--- config.mk ---
export PLATFORM = sky130hd
export DESIGN_NAME = shift_unit_param
export DESIGN_NICKNAME = d
export VERILOG_FILES = /design/src/rtl/shift_unit_pkg.sv /design/src/rtl/shift_barrel.sv /design/src/rtl/shift_unit_param.sv
export SDC_FILE = /design/constraint.sdc
export NUM_CORES = 1
export LEC_CHECK = 0
export CAP_MARGIN = 10
export CELL_PAD_IN_SITES_DETAIL_PLACEMENT = 1
export CELL_PAD_IN_SITES_GLOBAL_PLACEMENT = 1
export CORE_UTILIZATION = 38
export DETAILED_ROUTE_END_ITERATION = 12
export PLACE_DENSITY = 0.76
export SLEW_MARGIN = 20
export SYNTH_ARGS = -nofsm -noshare
export SYNTH_HDL_FRONTEND = slang
export SYNTH_HIERARCHICAL = 1
export SYNTH_SLANG_ARGS = --single-unit
--- constraint.sdc ---
create_clock -name clk -period 2.4 [get_ports clk]
set_clock_uncertainty 0.2 [all_clocks]
set_input_delay 0.48 -clock clk [delete_from_list [all_inputs] [get_ports clk]]
set_output_delay 0.48 -clock clk [all_outputs]
set_load 0.05 [all_outputs]
--- src/rtl/shift_unit_pkg.sv ---
// Shared opcodes and FSM state type for the parametrised shift unit.
// Imported by the barrel shifter and the top-level register block.
package shift_unit_pkg;

    localparam logic [2:0] OP_CLR   = 3'b000;
    localparam logic [2:0] OP_LOAD  = 3'b001;
    localparam logic [2:0] OP_SHR   = 3'b010;
    localparam logic [2:0] OP_SHL   = 3'b011;
    localparam logic [2:0] OP_SAR   = 3'b100;
    localparam logic [2:0] OP_SERIN = 3'b101;
    localparam logic [2:0] OP_ROR   = 3'b110;
    localparam logic [2:0] OP_ROL   = 3'b111;

    typedef enum logic {
        IDLE    = 1'b0,
        COLLECT = 1'b1
    } state_e;

endpackage

--- src/rtl/shift_barrel.sv ---
// Combinational barrel shifter for SHR/SHL/SAR/ROR/ROL.
// hold flags an effective zero shift, where the caller keeps its carry.
module shift_barrel
    import shift_unit_pkg::*;
#(
    parameter int WIDTH   = 8,
    parameter int SHAMT_W = $clog2(WIDTH)
) (
    input  logic [WIDTH-1:0]   value,
    input  logic [SHAMT_W-1:0] shamt,
    input  logic [2:0]         op,
    output logic [WIDTH-1:0]   result,
    output logic               carry,
    output logic               hold
);

    localparam logic [SHAMT_W:0] WL = (SHAMT_W + 1)'(WIDTH);

    logic               oor;
    logic [SHAMT_W-1:0] rot_amt;
    logic [WIDTH:0]     shr_ext;
    logic [WIDTH:0]     shl_ext;
    logic [WIDTH:0]     sar_ext;
    logic [2*WIDTH-1:0] ror_ext;
    logic [2*WIDTH-1:0] rol_ext;

    // Extended shifts carry the last bit shifted out in the extra position
    always_comb begin
        oor     = ({1'b0, shamt} >= WL);
        rot_amt = SHAMT_W'({1'b0, shamt} % WL);
        shr_ext = {value, 1'b0} >> shamt;
        shl_ext = {1'b0, value} << shamt;
        sar_ext = $signed({value, 1'b0}) >>> shamt;
        ror_ext = {value, value} >> rot_amt;
        rol_ext = {value, value} << rot_amt;
    end

    // Select result and carry per opcode, saturating out-of-range shifts
    always_comb begin
        result = value;
        carry  = 1'b0;
        hold   = 1'b0;
        case (op)
            OP_SHR: begin
                hold = (shamt == '0);
                if (oor) begin
                    result = '0;
                    carry  = 1'b0;
                end else begin
                    result = shr_ext[WIDTH:1];
                    carry  = shr_ext[0];
                end
            end
            OP_SHL: begin
                hold = (shamt == '0);
                if (oor) begin
                    result = '0;
                    carry  = 1'b0;
                end else begin
                    result = shl_ext[WIDTH-1:0];
                    carry  = shl_ext[WIDTH];
                end
            end
            OP_SAR: begin
                hold = (shamt == '0);
                if (oor) begin
                    result = {WIDTH{value[WIDTH-1]}};
                    carry  = value[WIDTH-1];
                end else begin
                    result = sar_ext[WIDTH:1];
                    carry  = sar_ext[0];
                end
            end
            OP_ROR: begin
                hold   = (rot_amt == '0);
                result = ror_ext[WIDTH-1:0];
                carry  = ror_ext[WIDTH-1];
            end
            OP_ROL: begin
                hold   = (rot_amt == '0);
                result = rol_ext[2*WIDTH-1:WIDTH];
                carry  = rol_ext[WIDTH];
            end
            default: ;
        endcase
    end

endmodule

--- src/rtl/shift_unit_param.sv ---
// WIDTH-bit opcode-driven shift register with carry-out and a
// multi-cycle serial-in collector using a busy/done handshake.
module shift_unit_param
    import shift_unit_pkg::*;
#(
    parameter int WIDTH   = 8,
    parameter int SHAMT_W = $clog2(WIDTH)
) (
    input  logic               clk,
    input  logic               rst,
    input  logic               op_valid,
    input  logic [2:0]         op,
    input  logic [SHAMT_W-1:0] shamt,
    input  logic [WIDTH-1:0]   data_in,
    input  logic               ser_in,
    output logic [WIDTH-1:0]   data_out,
    output logic               carry,
    output logic               busy,
    output logic               done
);

    localparam logic [SHAMT_W-1:0] LAST = SHAMT_W'(WIDTH - 1);

    state_e             state_q, state_d;
    logic [SHAMT_W-1:0] cnt_q, cnt_d;
    logic [WIDTH-1:0]   shadow_q, shadow_d;
    logic [WIDTH-1:0]   data_q, data_d;
    logic               carry_q, carry_d;
    logic               done_q, done_d;

    logic [WIDTH-1:0]   bar_result;
    logic               bar_carry;
    logic               bar_hold;

    shift_barrel #(
        .WIDTH  (WIDTH),
        .SHAMT_W(SHAMT_W)
    ) u_barrel (
        .value (data_q),
        .shamt (shamt),
        .op    (op),
        .result(bar_result),
        .carry (bar_carry),
        .hold  (bar_hold)
    );

    // State register; reset abandons any partial collection
    always_ff @(posedge clk) begin
        if (rst) begin
            state_q  <= IDLE;
            cnt_q    <= '0;
            shadow_q <= '0;
            data_q   <= '0;
            carry_q  <= 1'b0;
            done_q   <= 1'b0;
        end else begin
            state_q  <= state_d;
            cnt_q    <= cnt_d;
            shadow_q <= shadow_d;
            data_q   <= data_d;
            carry_q  <= carry_d;
            done_q   <= done_d;
        end
    end

    // Next state: ops accepted only in IDLE, collection runs LSB first
    always_comb begin
        state_d  = state_q;
        cnt_d    = cnt_q;
        shadow_d = shadow_q;
        data_d   = data_q;
        carry_d  = carry_q;
        done_d   = 1'b0;
        case (state_q)
            IDLE: begin
                if (op_valid) begin
                    case (op)
                        OP_CLR: begin
                            data_d  = '0;
                            carry_d = 1'b0;
                        end
                        OP_LOAD: begin
                            data_d  = data_in;
                            carry_d = 1'b0;
                        end
                        OP_SERIN: begin
                            shadow_d[0] = ser_in;
                            cnt_d       = SHAMT_W'(1);
                            state_d     = COLLECT;
                        end
                        default: begin
                            data_d = bar_result;
                            if (!bar_hold) begin
                                carry_d = bar_carry;
                            end
                        end
                    endcase
                end
            end
            COLLECT: begin
                if (cnt_q == LAST) begin
                    data_d  = {ser_in, shadow_q[WIDTH-2:0]};
                    cnt_d   = '0;
                    state_d = IDLE;
                    done_d  = 1'b1;
                end else begin
                    shadow_d[cnt_q] = ser_in;
                    cnt_d           = cnt_q + SHAMT_W'(1);
                end
            end
            default: state_d = IDLE;
        endcase
    end

    // Outputs straight from registered state
    always_comb begin
        busy     = (state_q == COLLECT);
        done     = done_q;
        data_out = data_q;
        carry    = carry_q;
    end

endmodule

==> reports/metrics.cfg, run 1 <==
[status]
status = complete, but fails checks
violations = negative setup slack

[detailed_routing]
drt-total-wl_um = 10900
ant_nets = 0
vias = 2931
wire_per_inst_um = 24.3
firstDrtPassIters = 4
drcViolationCount = 0
vias_per_cell = 6.51
drt_iter0_drc = 245

[synth]
syn_inst = 296
syn_area_um2 = 2400
ys_types = 60
synth-seq-area-share = 0.175
synthArstFlopShare = 0
syn_area_per_cell_um2 = 8.10
synthFlopType = dfxtp_1
syn-num-nets = 317
synth_top_area_share = 0.175
synth_common_cells = dfxtp_1 (21), nor2b_1 (21), o21ai_0 (20)
yosys.area.top_type = dfxtp_1
ys_top_cells_by_area = dfxtp_1 (18%), mux2i_1 (6.3%), nor2b_1 (5.5%), o41ai_2 (5.4%), mux4_2 (4.7%)
synth_edf_count = 0
synth_seq_cells = 21
yosys_warnings = 6

[critical_path]
cp_max_fo = 9
worstSetupPathType = flip-flop to flip-flop
rr_worst_depth = 8
r2r_end = data_out[1]$_SDFFE_PP0P_
crit_path_start_kind = flip-flop
r2r-start = data_out[7]$_SDFFE_PP0P_
r2r_slack_ns = -0.09
crit_required_ns = 2.33
worstPathArrival_ns = 2.43
critPathCaptureType = flip-flop

[final_layout]
n_fill_cell = 694
diodes = 0
syn_to_final_growth_pct = 47.5
drive_gt1_frac = 0.413
fin_area_um2 = 3540
finalNetCount = 397

[clocking]
cts_sinks = 21
root_buffer = clkbuf_8
cts_tree = built
cts_buffer_depth = 2
hold_buffers = 0
clkTransAtPathRegs_ns = 0.08
cts_max_level = 1
clk_latency_ns = 0.26
cts-buffers-inserted = 3

[sta]
grt_setup_unrepaired = yes
fin_crit_sh = 1.04
setup_ws_ns = -0.0908
whs_ns = 0.299
fmax_mhz = 401
tightest_slew_ns = 0.497
slew_viol_final = 0
finalHoldViolCount = 0
period_minus_slack_ns = 2.49
setup_viol = 2
slew-limit-headroom = 0.668

[die]
die_h_um = 81.4
chipWidth_um = 81.4
ios = 29
rows = 28
core_region_area_um2 = 5990
start_util = 0.400
die_area_um2 = 6630

[power]
p_leak_nw = 1.40
power_mw = 1.22
ir_drop_uv = 401
power_density_nw_per_um2 = 345

[grt]
grt_first_pass_wirelength_um = 15800
grt_max_degree = 32
grt.total_usage = 0.319
grt_pass1_vias = 3058
grt.overflow.total = 0
antenna_found_initial = 0

[placement]
port-buffer-count = 28
routabilityCongestion = 0.949
placed_area_um2 = 3140
dp_hpwl_um = 6820

[hold_path]
min_to = shadow_q[0]$_SDFFE_PP0P_
min_path_type = flip-flop to flip-flop
timing.hold.worst.start = shadow_q[0]$_SDFFE_PP0P_
min_path_cells = 2

[flow_run]
max_cap_violations = 0

[worst max path at each step]
stage	startpoint	endpoint	slack [ns]
2_1_floorplan	shamt[0]	data_out[1]$_SDFFE_PP0P_	-0.03
3_3_place_gp	shamt[1]	data_out[7]$_SDFFE_PP0P_	-0.79
3_5_place_dp	shamt[1]	data_out[7]$_SDFFE_PP0P_	-0.86
4_1_cts	op[0]	data_out[7]$_SDFFE_PP0P_	-0.02
5_1_grt	data_out[7]$_SDFFE_PP0P_	data_out[1]$_SDFFE_PP0P_	-0.21
6_report	data_out[7]$_SDFFE_PP0P_	data_out[1]$_SDFFE_PP0P_	-0.09
[kinds of logic (layout without fill, tap and decap cells)]
family,count (synthesis),in the layout,share of synthesized area
mux,29,29,0.164
flops,21,21,0.175
xor+xnor,1,1,0.00365
buf+inv,33,112,0.0782
compound gates,99,99,0.305
fa+ha+maj,3,3,0.0157
simple gates,110,110,0.258
[registers in the layout, indices dropped and copies added, names as in the netlist]
signal and count:
busy 1, carry 1, cnt_q 3, data_out 8, shadow_q 7, done 1
[per-stage QoR]
| stage | util | setup WS [ns] | instances | TNS, ns |
|---|---|---|---|---|
| finish | 0.591 | -0.0908 | 450 | -0.126 |
| global route | 0.591 | -0.207 | 450 | -0.474 |
| CTS | 0.575 | -0.0243 | 448 | -0.0243 |
| detailed placement | 0.524 | -0.860 | 437 | -7.01 |
| global placement | 0.524 | -0.793 | 437 | -6.40 |
| floorplan | - | -0.0335 | 296 | -0.0516 |
[power by group]
group          internal [mW]  switching, mW
Clock                  0.118          0.117
Combinational          0.282          0.315
Sequential             0.362         0.0252
[final cells by class]
cell class	count	area [um2]	area share
well taps	75	93.8	0.0265
inverters	4	15.0	0.00424
multi-input cells	242	2020	0.570
clock buffers	4	45.0	0.0127
flip-flops and latches	21	434	0.123
repair buffers	104	933	0.264
[routing by layer]
metal  routed length (um)  global-route usage  part of all wire
met5                    0                   0                 0
met4                  616               0.161             0.056
met3                  475              0.0433             0.043
met2                 5600               0.578              0.51
met1                 4240               0.361              0.39
[layout by cell type (no fill, tap or decap), types with 3 or more instances in the layout]
cell,instances
a21oi_1,17
o22ai_1,5
nor3_1,3
mux4_2,6
nand3_1,9
nor3b_1,3
nand2_1,15
nor2_1,15
buf_6,7
o41ai_2,8
dfxtp_2,5
a311oi_2,9
mux2i_2,3
mux2_4,3
ha_1,3
nor3_2,4
clkdlybuf4s50_1,18
o22ai_2,3
mux2i_1,9
o21a_1,11
buf_4,69
mux2i_4,3
a21o_1,3
buf_12,3
o21ai_0,20
clkbuf_8,3
nand2b_1,9
nand3b_1,7
nor2b_1,21
mux2_2,4
inv_1,4
dfxtp_1,14
[critical path, stage by stage (launching register included)]
cell	delay, ns
dfxtp_1	0.35
buf_4	0.20
mux4_1	0.51
and3_1	0.26
o21ai_0	0.23
o21ai_1	0.15
o21a_1	0.16
a311oi_2	0.22
o41ai_2	0.09
[repair_timing]
action | CTS | global route
gates resized for setup | 58 | 26
gates cloned | 2 | 0
pin swaps | 9 | 13
buffers inserted | 5 | 2
hold endpoints to repair | 0 | 0
endpoints found under the setup margin | 9 | 9
Power figures use the tool's default switching activity.
==> inputs of run 2 (changes only) <==
--- a/config.mk
+++ b/config.mk
@@ -10,6 +10,7 @@
 export CELL_PAD_IN_SITES_GLOBAL_PLACEMENT = 1
 export CORE_UTILIZATION = 38
 export DETAILED_ROUTE_END_ITERATION = 12
+export GPL_TIMING_DRIVEN = 0
 export PLACE_DENSITY = 0.76
 export SLEW_MARGIN = 20
 export SYNTH_ARGS = -nofsm -noshare
==> reports/metrics.cfg, run 2 (synthesized netlist as in run 1, its figures left out) <==
[grt]
grt_pass1_vias = 2622  ; -14%
antenna_found_initial = 0  ; unchanged
grt_max_degree = 13  ; -59%
grt_first_pass_wirelength_um = 13700  ; -13%
grt.total_usage = 0.276  ; -0.0430
grt.overflow.total = 0  ; unchanged

[critical_path]
worstPathArrival_ns = 2.34  ; -0.09 ns
crit_path_start_kind = flip-flop
critPathCaptureType = flip-flop
worstSetupPathType = flip-flop to flip-flop
cp_max_fo = 6  ; -3
crit_required_ns = 2.34  ; about the same

[sta]
slew-limit-headroom = 0.440  ; -0.227
setup_tns_ns = -0.00183  ; +0.124 ns
grt_setup_unrepaired = yes
tightest_slew_ns = 0.836  ; +0.339 ns
period_minus_slack_ns = 2.40  ; -0.0890 ns
fmax_mhz = 416  ; +3.7%
setup_ws_ns = -0.00183  ; +0.0890 ns
setup_viol = 1  ; -1
whs_ns = 0.279  ; -0.0199 ns
slew_viol_final = 0  ; unchanged
finalHoldViolCount = 0  ; unchanged
fin_crit_sh = 1.00  ; -0.0371

[detailed_routing]
ant_nets = 0  ; unchanged
firstDrtPassIters = 4  ; unchanged
drt-total-wl_um = 8910  ; -19%
drt_iter0_drc = 167  ; -32%
drcViolationCount = 0  ; unchanged
vias_per_cell = 6.32  ; -3.0%
wire_per_inst_um = 21.6  ; -11%
vias = 2609  ; -11%

[final_layout]
largest_reg_flops = 8  ; unchanged
fin_area_um2 = 3170  ; -10%
layout_commonest_cell = clkdlybuf4s50_1
syn_to_final_growth_pct = 32.2
finalNetCount = 360  ; -9.3%
drive_gt1_frac = 0.299  ; -0.115
n_fill_cell = 708  ; +2.0%
mostFrequentLayoutCells = clkdlybuf4s50_1 (22), nor2b_1 (21), o21ai_0 (17), nand2_1 (17), a21oi_1 (17)
diodes = 0  ; unchanged

[power]
p_leak_nw = 1.16  ; -18%
power_density_nw_per_um2 = 358  ; +4.0%
ir_drop_uv = 360  ; -10%

[status]
status = complete, but fails checks
violations = negative setup slack

[clocking]
cts_buffer_depth = 2  ; unchanged
cts_sinks = 21  ; unchanged
cts_max_level = 1  ; unchanged
clkTransAtPathRegs_ns = 0.08  ; about the same
cts-buffers-inserted = 3  ; unchanged
cts_tree = built
clk_latency_ns = 0.27  ; about the same
root_buffer = clkbuf_8

[flow_run]
max_cap_violations = 0  ; unchanged

[placement]
placed_area_um2 = 2770  ; -12%
dp_hpwl_um = 6240  ; -8.5%
routabilityCongestion = 0.953  ; +0.41%
port-buffer-count = 27  ; -3.6%

[die]
die_h_um = 81.4  ; unchanged
chipWidth_um = 81.4  ; unchanged
start_util = 0.400  ; unchanged
core_region_area_um2 = 5990  ; unchanged
rows = 28  ; unchanged
ios = 29  ; unchanged
die_area_um2 = 6630  ; unchanged

[hold_path]
min_path_type = flip-flop to flip-flop

## run 2: where the power goes
part | internal (mW) | switching, mW
Combinational | 0.225 | 0.279
Clock | 0.116 | 0.128
Sequential | 0.362 | 0.0248
Total | 0.704 | 0.432
## run 2: worst paths after layout
path                                                from                  endpoint  slack (ns)  cells after the start
worst max-delay path            data_out[0]$_SDFFE_PP0P_  data_out[1]$_SDFFE_PP0P_      -0.002                      9
worst min-delay path                  carry$_SDFFE_PP0P_        carry$_SDFFE_PP0P_        0.28                      2
worst max register to register  data_out[0]$_SDFFE_PP0P_  data_out[1]$_SDFFE_PP0P_      -0.002                      9
worst min register to register        carry$_SDFFE_PP0P_        carry$_SDFFE_PP0P_        0.28                      2
## run 2: worst max-delay path, cell delays in order, from the launching register on
cell and delay (ns):
dfxtp_2 0.34, clkbuf_8 0.15, mux4_2 0.49, nand2_1 0.08, o311ai_1 0.09, a311oi_1 0.26, o21ai_1 0.14, o21a_1 0.14
a311oi_2 0.27, o41ai_2 0.09
## run 2: layer usage
metal  vias up  track usage  wire length [um]
met5         -            0                 0
met4         0        0.102               325
met3        22       0.0189               338
met2        89        0.484              4460
met1      1282        0.351              3780
li1       1216            -                 -
## run 2: layout make-up
| type | count | area [um2] | area share |
|---|---|---|---|
| inverter | 4 | 15.0 | 0.00474 |
| buffer | 28 | 214 | 0.0675 |
| multi-input combinational | 242 | 1990 | 0.628 |
| sequential | 21 | 432 | 0.136 |
| timing repair buffer | 39 | 379 | 0.120 |
| clock buffer | 3 | 41.3 | 0.0130 |
| tap | 75 | 93.8 | 0.0296 |
| clock inverter | 1 | 5.00 | 0.00158 |
## run 2: per-stage QoR
stage | worst slack (ns) | cells | total power [mW] | utilization
2_1_floorplan | -0.0335 | 296 | 0.668 | -
4_1_cts | -0.00215 | 410 | 1.10 | 0.510
5_1_grt | -0.0738 | 413 | 1.18 | 0.529
3_3_place_gp | -0.955 | 398 | 0.802 | 0.463
3_5_place_dp | -1.07 | 398 | 0.807 | 0.463
6_report | -0.00183 | 413 | 1.14 | 0.529
## run 2: what timing repair did
item                                    in CTS  in global routing
gates cloned                                 3                  0
buffers inserted                             6                  3
hold buffers                                 0                  0
endpoints found under the setup margin       9                 10
gates resized for setup                     65                 37
pin swaps                                   10                 12
